===== config.mk =====
export PLATFORM = sky130hd
export DESIGN_NAME = seg_scan_ctrl
export DESIGN_NICKNAME = d
export VERILOG_FILES = /design/src/rtl/seg_pkg.sv /design/src/rtl/seg_hex_decode.sv /design/src/rtl/seg_scan_ctrl.sv
export SDC_FILE = /design/constraint.sdc
export NUM_CORES = 1
export LEC_CHECK = 0
export ABC_AREA = 1
export BUFFER_PORTS_ARGS = -buffer_cell sky130_fd_sc_hd__buf_4
export CAP_MARGIN = 20
export CORE_MARGIN = 4
export CORE_UTILIZATION = 49
export CTS_CLUSTER_SIZE = 14
export DETAILED_ROUTE_END_ITERATION = 6
export PLACE_DENSITY = 0.68
export SLEW_MARGIN = 20
export SYNTH_ARGS = -nofsm -noshare
export SYNTH_HDL_FRONTEND = slang
export SYNTH_SLANG_ARGS = --single-unit

===== constraint.sdc =====
create_clock -name i_clk -period 2.15 [get_ports i_clk]
set_input_delay 0.43 -clock i_clk [delete_from_list [all_inputs] [get_ports i_clk]]
set_output_delay 0.43 -clock i_clk [all_outputs]
set_load 0.01 [all_outputs]

===== src/rtl/seg_pkg.sv =====
// Shared types, constants and the hex-to-segment table for the
// seven-segment scan controller.
package seg_pkg;

  localparam int         NUM_DIG = 6;
  localparam logic [7:0] SEG_OFF = 8'h00;
  localparam logic [5:0] DIG_OFF = 6'h00;

  typedef enum logic {
    BLANK = 1'b0,
    ON    = 1'b1
  } scan_state_t;

  // Segment order is g..a in bits [6:0]; lowercase glyphs for b and d.
  function automatic logic [6:0] hex7(input logic [3:0] nib);
    case (nib)
      4'h0:    hex7 = 7'h3F;
      4'h1:    hex7 = 7'h06;
      4'h2:    hex7 = 7'h5B;
      4'h3:    hex7 = 7'h4F;
      4'h4:    hex7 = 7'h66;
      4'h5:    hex7 = 7'h6D;
      4'h6:    hex7 = 7'h7D;
      4'h7:    hex7 = 7'h07;
      4'h8:    hex7 = 7'h7F;
      4'h9:    hex7 = 7'h6F;
      4'hA:    hex7 = 7'h77;
      4'hB:    hex7 = 7'h7C;
      4'hC:    hex7 = 7'h39;
      4'hD:    hex7 = 7'h5E;
      4'hE:    hex7 = 7'h79;
      4'hF:    hex7 = 7'h71;
      default: hex7 = 7'h00;
    endcase
  endfunction

endpackage


===== src/rtl/seg_hex_decode.sv =====
// Combinational nibble + decimal point to segment pattern.
module seg_hex_decode
  import seg_pkg::*;
(
  input  logic [3:0] i_nib,
  input  logic       i_dp,
  output logic [7:0] o_seg
);

  assign o_seg = {i_dp, hex7(i_nib)};

endmodule


===== src/rtl/seg_scan_ctrl.sv =====
// Six-digit multiplexed seven-segment scanner with per-slot blanking,
// brightness PWM and frame-synchronous (tear-free) display updates.
module seg_scan_ctrl
  import seg_pkg::*;
#(
  parameter int SCAN_DIV  = 50000,
  parameter int BLANK_CYC = 500
) (
  input  logic        i_clk,
  input  logic        i_rst_n,
  input  logic [23:0] i_data,
  input  logic [5:0]  i_dp,
  input  logic [5:0]  i_dig_en,
  input  logic        i_load,
  input  logic [3:0]  i_bright,
  output logic [7:0]  SEG,
  output logic [5:0]  DIG,
  output logic        o_frame
);

  localparam int            CW        = (SCAN_DIV > 2) ? $clog2(SCAN_DIV) : 1;
  localparam logic [CW-1:0] SLOT_LAST = CW'(SCAN_DIV - 1);
  localparam logic [CW-1:0] BLANK_END = CW'(BLANK_CYC);
  localparam logic [2:0]    DIG_LAST  = 3'(NUM_DIG - 1);

  logic [CW-1:0] r_slot_cnt;
  logic [2:0]    r_dig_idx;
  scan_state_t   r_state;
  logic [3:0]    r_pwm_cnt;
  logic          r_pending;
  logic [23:0]   r_sh_data;
  logic [5:0]    r_sh_dp;
  logic [5:0]    r_sh_en;
  logic [23:0]   r_act_data;
  logic [5:0]    r_act_dp;
  logic [5:0]    r_act_en;

  logic [CW-1:0] w_slot_nxt;
  logic          w_slot_wrap;
  logic          w_boundary;
  scan_state_t   w_state_nxt;
  logic [3:0]    w_nib;
  logic          w_dp;
  logic          w_en;
  logic          w_lit;
  logic [5:0]    w_dig_hot;
  logic [7:0]    w_seg;

  assign w_slot_wrap = (r_slot_cnt == SLOT_LAST);
  assign w_boundary  = w_slot_wrap && (r_dig_idx == DIG_LAST);
  assign w_slot_nxt  = w_slot_wrap ? {CW{1'b0}} : (r_slot_cnt + CW'(1));
  assign w_dig_hot   = 6'b000001 << r_dig_idx;

  always_comb begin
    w_state_nxt = r_state;
    case (r_state)
      BLANK: begin
        if (w_slot_nxt >= BLANK_END) begin
          w_state_nxt = ON;
        end else begin
          w_state_nxt = BLANK;
        end
      end
      ON: begin
        if (w_slot_nxt < BLANK_END) begin
          w_state_nxt = BLANK;
        end else begin
          w_state_nxt = ON;
        end
      end
      default: w_state_nxt = BLANK;
    endcase
  end

  // Leftmost digit sits in the top nibble of the frame word.
  always_comb begin
    w_nib = 4'h0;
    w_dp  = 1'b0;
    w_en  = 1'b0;
    case (r_dig_idx)
      3'd0:    begin w_nib = r_act_data[23:20]; w_dp = r_act_dp[0]; w_en = r_act_en[0]; end
      3'd1:    begin w_nib = r_act_data[19:16]; w_dp = r_act_dp[1]; w_en = r_act_en[1]; end
      3'd2:    begin w_nib = r_act_data[15:12]; w_dp = r_act_dp[2]; w_en = r_act_en[2]; end
      3'd3:    begin w_nib = r_act_data[11:8];  w_dp = r_act_dp[3]; w_en = r_act_en[3]; end
      3'd4:    begin w_nib = r_act_data[7:4];   w_dp = r_act_dp[4]; w_en = r_act_en[4]; end
      3'd5:    begin w_nib = r_act_data[3:0];   w_dp = r_act_dp[5]; w_en = r_act_en[5]; end
      default: begin w_nib = 4'h0; w_dp = 1'b0; w_en = 1'b0; end
    endcase
  end

  assign w_lit = (r_state == ON) && w_en && (r_pwm_cnt <= i_bright);

  seg_hex_decode u_dec (
    .i_nib (w_nib),
    .i_dp  (w_dp),
    .o_seg (w_seg)
  );

  always_ff @(posedge i_clk or negedge i_rst_n) begin
    if (!i_rst_n) begin
      r_slot_cnt <= {CW{1'b0}};
      r_dig_idx  <= 3'd0;
      r_state    <= BLANK;
      r_pwm_cnt  <= 4'd0;
    end else begin
      r_slot_cnt <= w_slot_nxt;
      r_state    <= w_state_nxt;
      // Held at zero through BLANK so the first ON cycle starts the PWM at 0.
      r_pwm_cnt  <= (r_state == ON) ? (r_pwm_cnt + 4'd1) : 4'd0;
      if (w_slot_wrap) begin
        r_dig_idx <= (r_dig_idx == DIG_LAST) ? 3'd0 : (r_dig_idx + 3'd1);
      end
    end
  end

  // A load on the boundary cycle re-arms pending; the transfer sees the old shadow.
  always_ff @(posedge i_clk or negedge i_rst_n) begin
    if (!i_rst_n) begin
      r_pending  <= 1'b0;
      r_sh_data  <= 24'h000000;
      r_sh_dp    <= 6'h00;
      r_sh_en    <= 6'h3F;
      r_act_data <= 24'h000000;
      r_act_dp   <= 6'h00;
      r_act_en   <= 6'h3F;
    end else begin
      if (i_load) begin
        r_sh_data <= i_data;
        r_sh_dp   <= i_dp;
        r_sh_en   <= i_dig_en;
        r_pending <= 1'b1;
      end else if (w_boundary) begin
        r_pending <= 1'b0;
      end
      if (w_boundary && r_pending) begin
        r_act_data <= r_sh_data;
        r_act_dp   <= r_sh_dp;
        r_act_en   <= r_sh_en;
      end
    end
  end

  always_ff @(posedge i_clk or negedge i_rst_n) begin
    if (!i_rst_n) begin
      SEG     <= SEG_OFF;
      DIG     <= DIG_OFF;
      o_frame <= 1'b0;
    end else begin
      SEG     <= w_lit ? w_seg : SEG_OFF;
      DIG     <= w_lit ? w_dig_hot : DIG_OFF;
      o_frame <= w_boundary;
    end
  end

endmodule


==> impl_metrics.ini <==
[outcome]
status = complete, no violations

[grt]
grt_pass1_wl_um = 18900
antenna_found_initial = 0
grt_overflow = 0
grt_max_degree = 74
grt_util_all_layers_pct = 18.6
grt_pass1_vias = 3929

[worst_setup_path]
path_class = flop to flop
r2r-end = SEG[3]
rr_worst_depth = 14
r2r-start = r_dig_idx[0]
crit_arrival_ps = 2270
cp-end-kind = flop
crit_fanout = 7
worstSetupStartpointType = flop
r2r_slack_ps = 140
required_ps = 2410

[placed_design]
place_area_mm2 = 0.00600
port_buffers = 57
dp_hpwl_um = 8180
dp.cells = 811
place.gp.congestion = 0.895

[logic_synthesis]
syn-mean-instance-area_um2 = 8.70
async_reset_ff_share_pct = 100
yosysWarnings = 0
synth_most_common_cell = nand2_1
synth_nets = 678
synth_common_cells = nand2_1, dfrtp_1, inv_1
synth-seq-area-share_pct = 52.1
synth.distinct_cells = 33
synthTopCellsByArea = dfrtp_1, nand2_1, inv_1
synthFlopType = dfrtp_1
synth_edf_count = 0
synth_top_area_cell = dfrtp_1
synth_cells = 622
synth_top_cell_area_share_pct = 46.2
syn_area_mm2 = 0.00541
ys_seq_elements = 112

[finish]
final_cell_area_mm2 = 0.00625
multi_input_comb_area_mm2 = 0.00209
antennaDiodeCount = 0
drive_gt1_share_pct = 24.9
regArea_mm2 = 0.00282
finalCoreUtilization_pct = 57.7
instances_no_fill = 830
area_growth_pct = 15.5
final_net_count = 741
n_fill_cell = 1011

[timing]
finalSetupViolations = 0
hold_violations = 0
min_period_ps = 2010
fin_crit_sh_pct = 93.4
fmax_mhz = 498
tns_ps = 0
tightestPinTransition_ps = 585
rsz0062_at_grt = no
relSlewSlack_pct = 61.0
slew_viol_final = 0
clock_skew_ps = 10.9

[floorplanning]
die_height_um = 113
rows = 38
initial_core_util_pct = 49.9
die_area_mm2 = 0.0128
die_x_um = 113
core-area_mm2 = 0.0108
io_pins = 58

[routing]
wirelength_um = 10900
dr_total_vias = 4059
initialDrtViolationCount = 242
viasPerCell = 4.89
dr.pass1.iters = 4
ant_nets = 0
drc = 0
wire_per_inst_um = 13.2

[worst_hold_path]
hold_class = input port to asynchronous set/reset pin

[clock_tree]
clk_latency_ps = 370
clock_sinks = 112
cts_tree = built
cts_max_level = 3
cts.reportedPaths.clkPinSlew_ps = 100
postCtsHoldBufs = 0
clockBufferDepth = 2
cts_root_buf = clkbuf_8
cts_buffers = 9

[pwr]
peakVddDrop_mv = 0.371
p_per_area_mw_per_mm2 = 584
p_leak_nw = 3.26
power.total_mw = 3.65

[flow_run]
cap_violations = 0
## sequential cells by signal, summed over array words and instances, names as in the netlist
| name | flops |
|---|---|
| r_act_data | 24 |
| r_sh_data | 24 |
| r_sh_dp | 6 |
| r_pwm_cnt | 4 |
| r_dig_idx | 3 |
| r_state | 1 |
| r_act_dp | 6 |
| r_act_en | 6 |
| SEG | 8 |
| r_pending | 1 |
| DIG | 6 |
| r_slot_cnt | 16 |
| o_frame | 1 |
| r_sh_en | 6 |
## worst max-delay path by stage
stage / from / endpoint / slack (ps) / cells after the start
3_5_place_dp: r_dig_idx[0] / SEG[3] / 80 / 11
2_1_floorplan: r_dig_idx[0] / SEG[3] / 150 / 12
3_3_place_gp: r_dig_idx[0] / SEG[3] / 100 / 11
5_1_grt: r_dig_idx[0] / SEG[3] / 0.7 / 15
4_1_cts: r_dig_idx[0] / SEG[3] / 60 / 15
6_report: r_dig_idx[0] / SEG[3] / 140 / 14
## area by class of cell
type	instances	area share, %
clock inverters	6	0.941
repair buffers	70	9.07
clock buffers	10	2.20
multi-input cells	388	33.5
inverters	104	6.37
flip-flops and latches	112	45.1
well taps	140	2.80
## metrics by stage
| step | setup WS, ps | hold WS (ps) |
|---|---|---|
| floorplan | 155 | 134 |
| global placement | 97.1 | 449 |
| detailed placement | 78.4 | 456 |
| CTS | 63.6 | 50.1 |
| global route | 0.748 | 71.0 |
| finish | 141 | 45.2 |
## routing by layer
metal	GRT usage [%]	wire, um	vias to the layer above
li1	-	-	2069
met1	25.9	5200	1887
met2	28.9	5110	93
met3	3.48	482	10
met4	7.13	147	0
met5	0	0	-
## timing repair
item,in CTS,in global routing
setup endpoints to repair,0,7
gates resized for setup,0,13
buffers inserted,0,3
## where the power goes
part	switching (mW)	total, mW	leakage [nW]	internal [mW]
Combinational	0.137	0.223	1.71	0.0859
Clock	0.677	1.24	0.106	0.565
Sequential	0.0149	2.19	1.45	2.17
Total	0.829	3.65	3.26	2.82
## critical path, stage by stage (launching register included)
cell	delay (ps)
dfrtp_2	430
buf_4	150
buf_6	140
nor2_8	160
nand2_4	90
inv_4	70
nand2_1	50
nand2_2	90
nor2_4	60
buf_4	130
ha_1	280
nand2_1	80
nand3_1	70
nand2_1	70
nor2_2	40
## cells by family after synthesis
kind of cell / after synthesis / synth area share, %
AOI/OAI and AO/OA: 95 / 11.5
xor gates and xnor gates: 7 / 1.13
adders and majority gates: 13 / 3.01
buffers and inverters: 122 / 9.73
DFF: 112 / 52.1
and+or+nand+nor: 273 / 22.6
## layout by cell type, fill, tap and decap left out, types with 5 or more instances in the layout
cell type and count:
nand2_1 156, dfrtp_1 99, inv_1 89, buf_4 66, nor2_1 45, o21ai_0 42
o21ai_2 36, nand3_1 33, nand4_1 15, ha_1 12, dfstp_2 12, inv_2 11
clkbuf_8 10, xor2_1 6, o21ai_1 6, a21oi_1 6, nand2_2 5
Power figures use the tool's default switching activity.
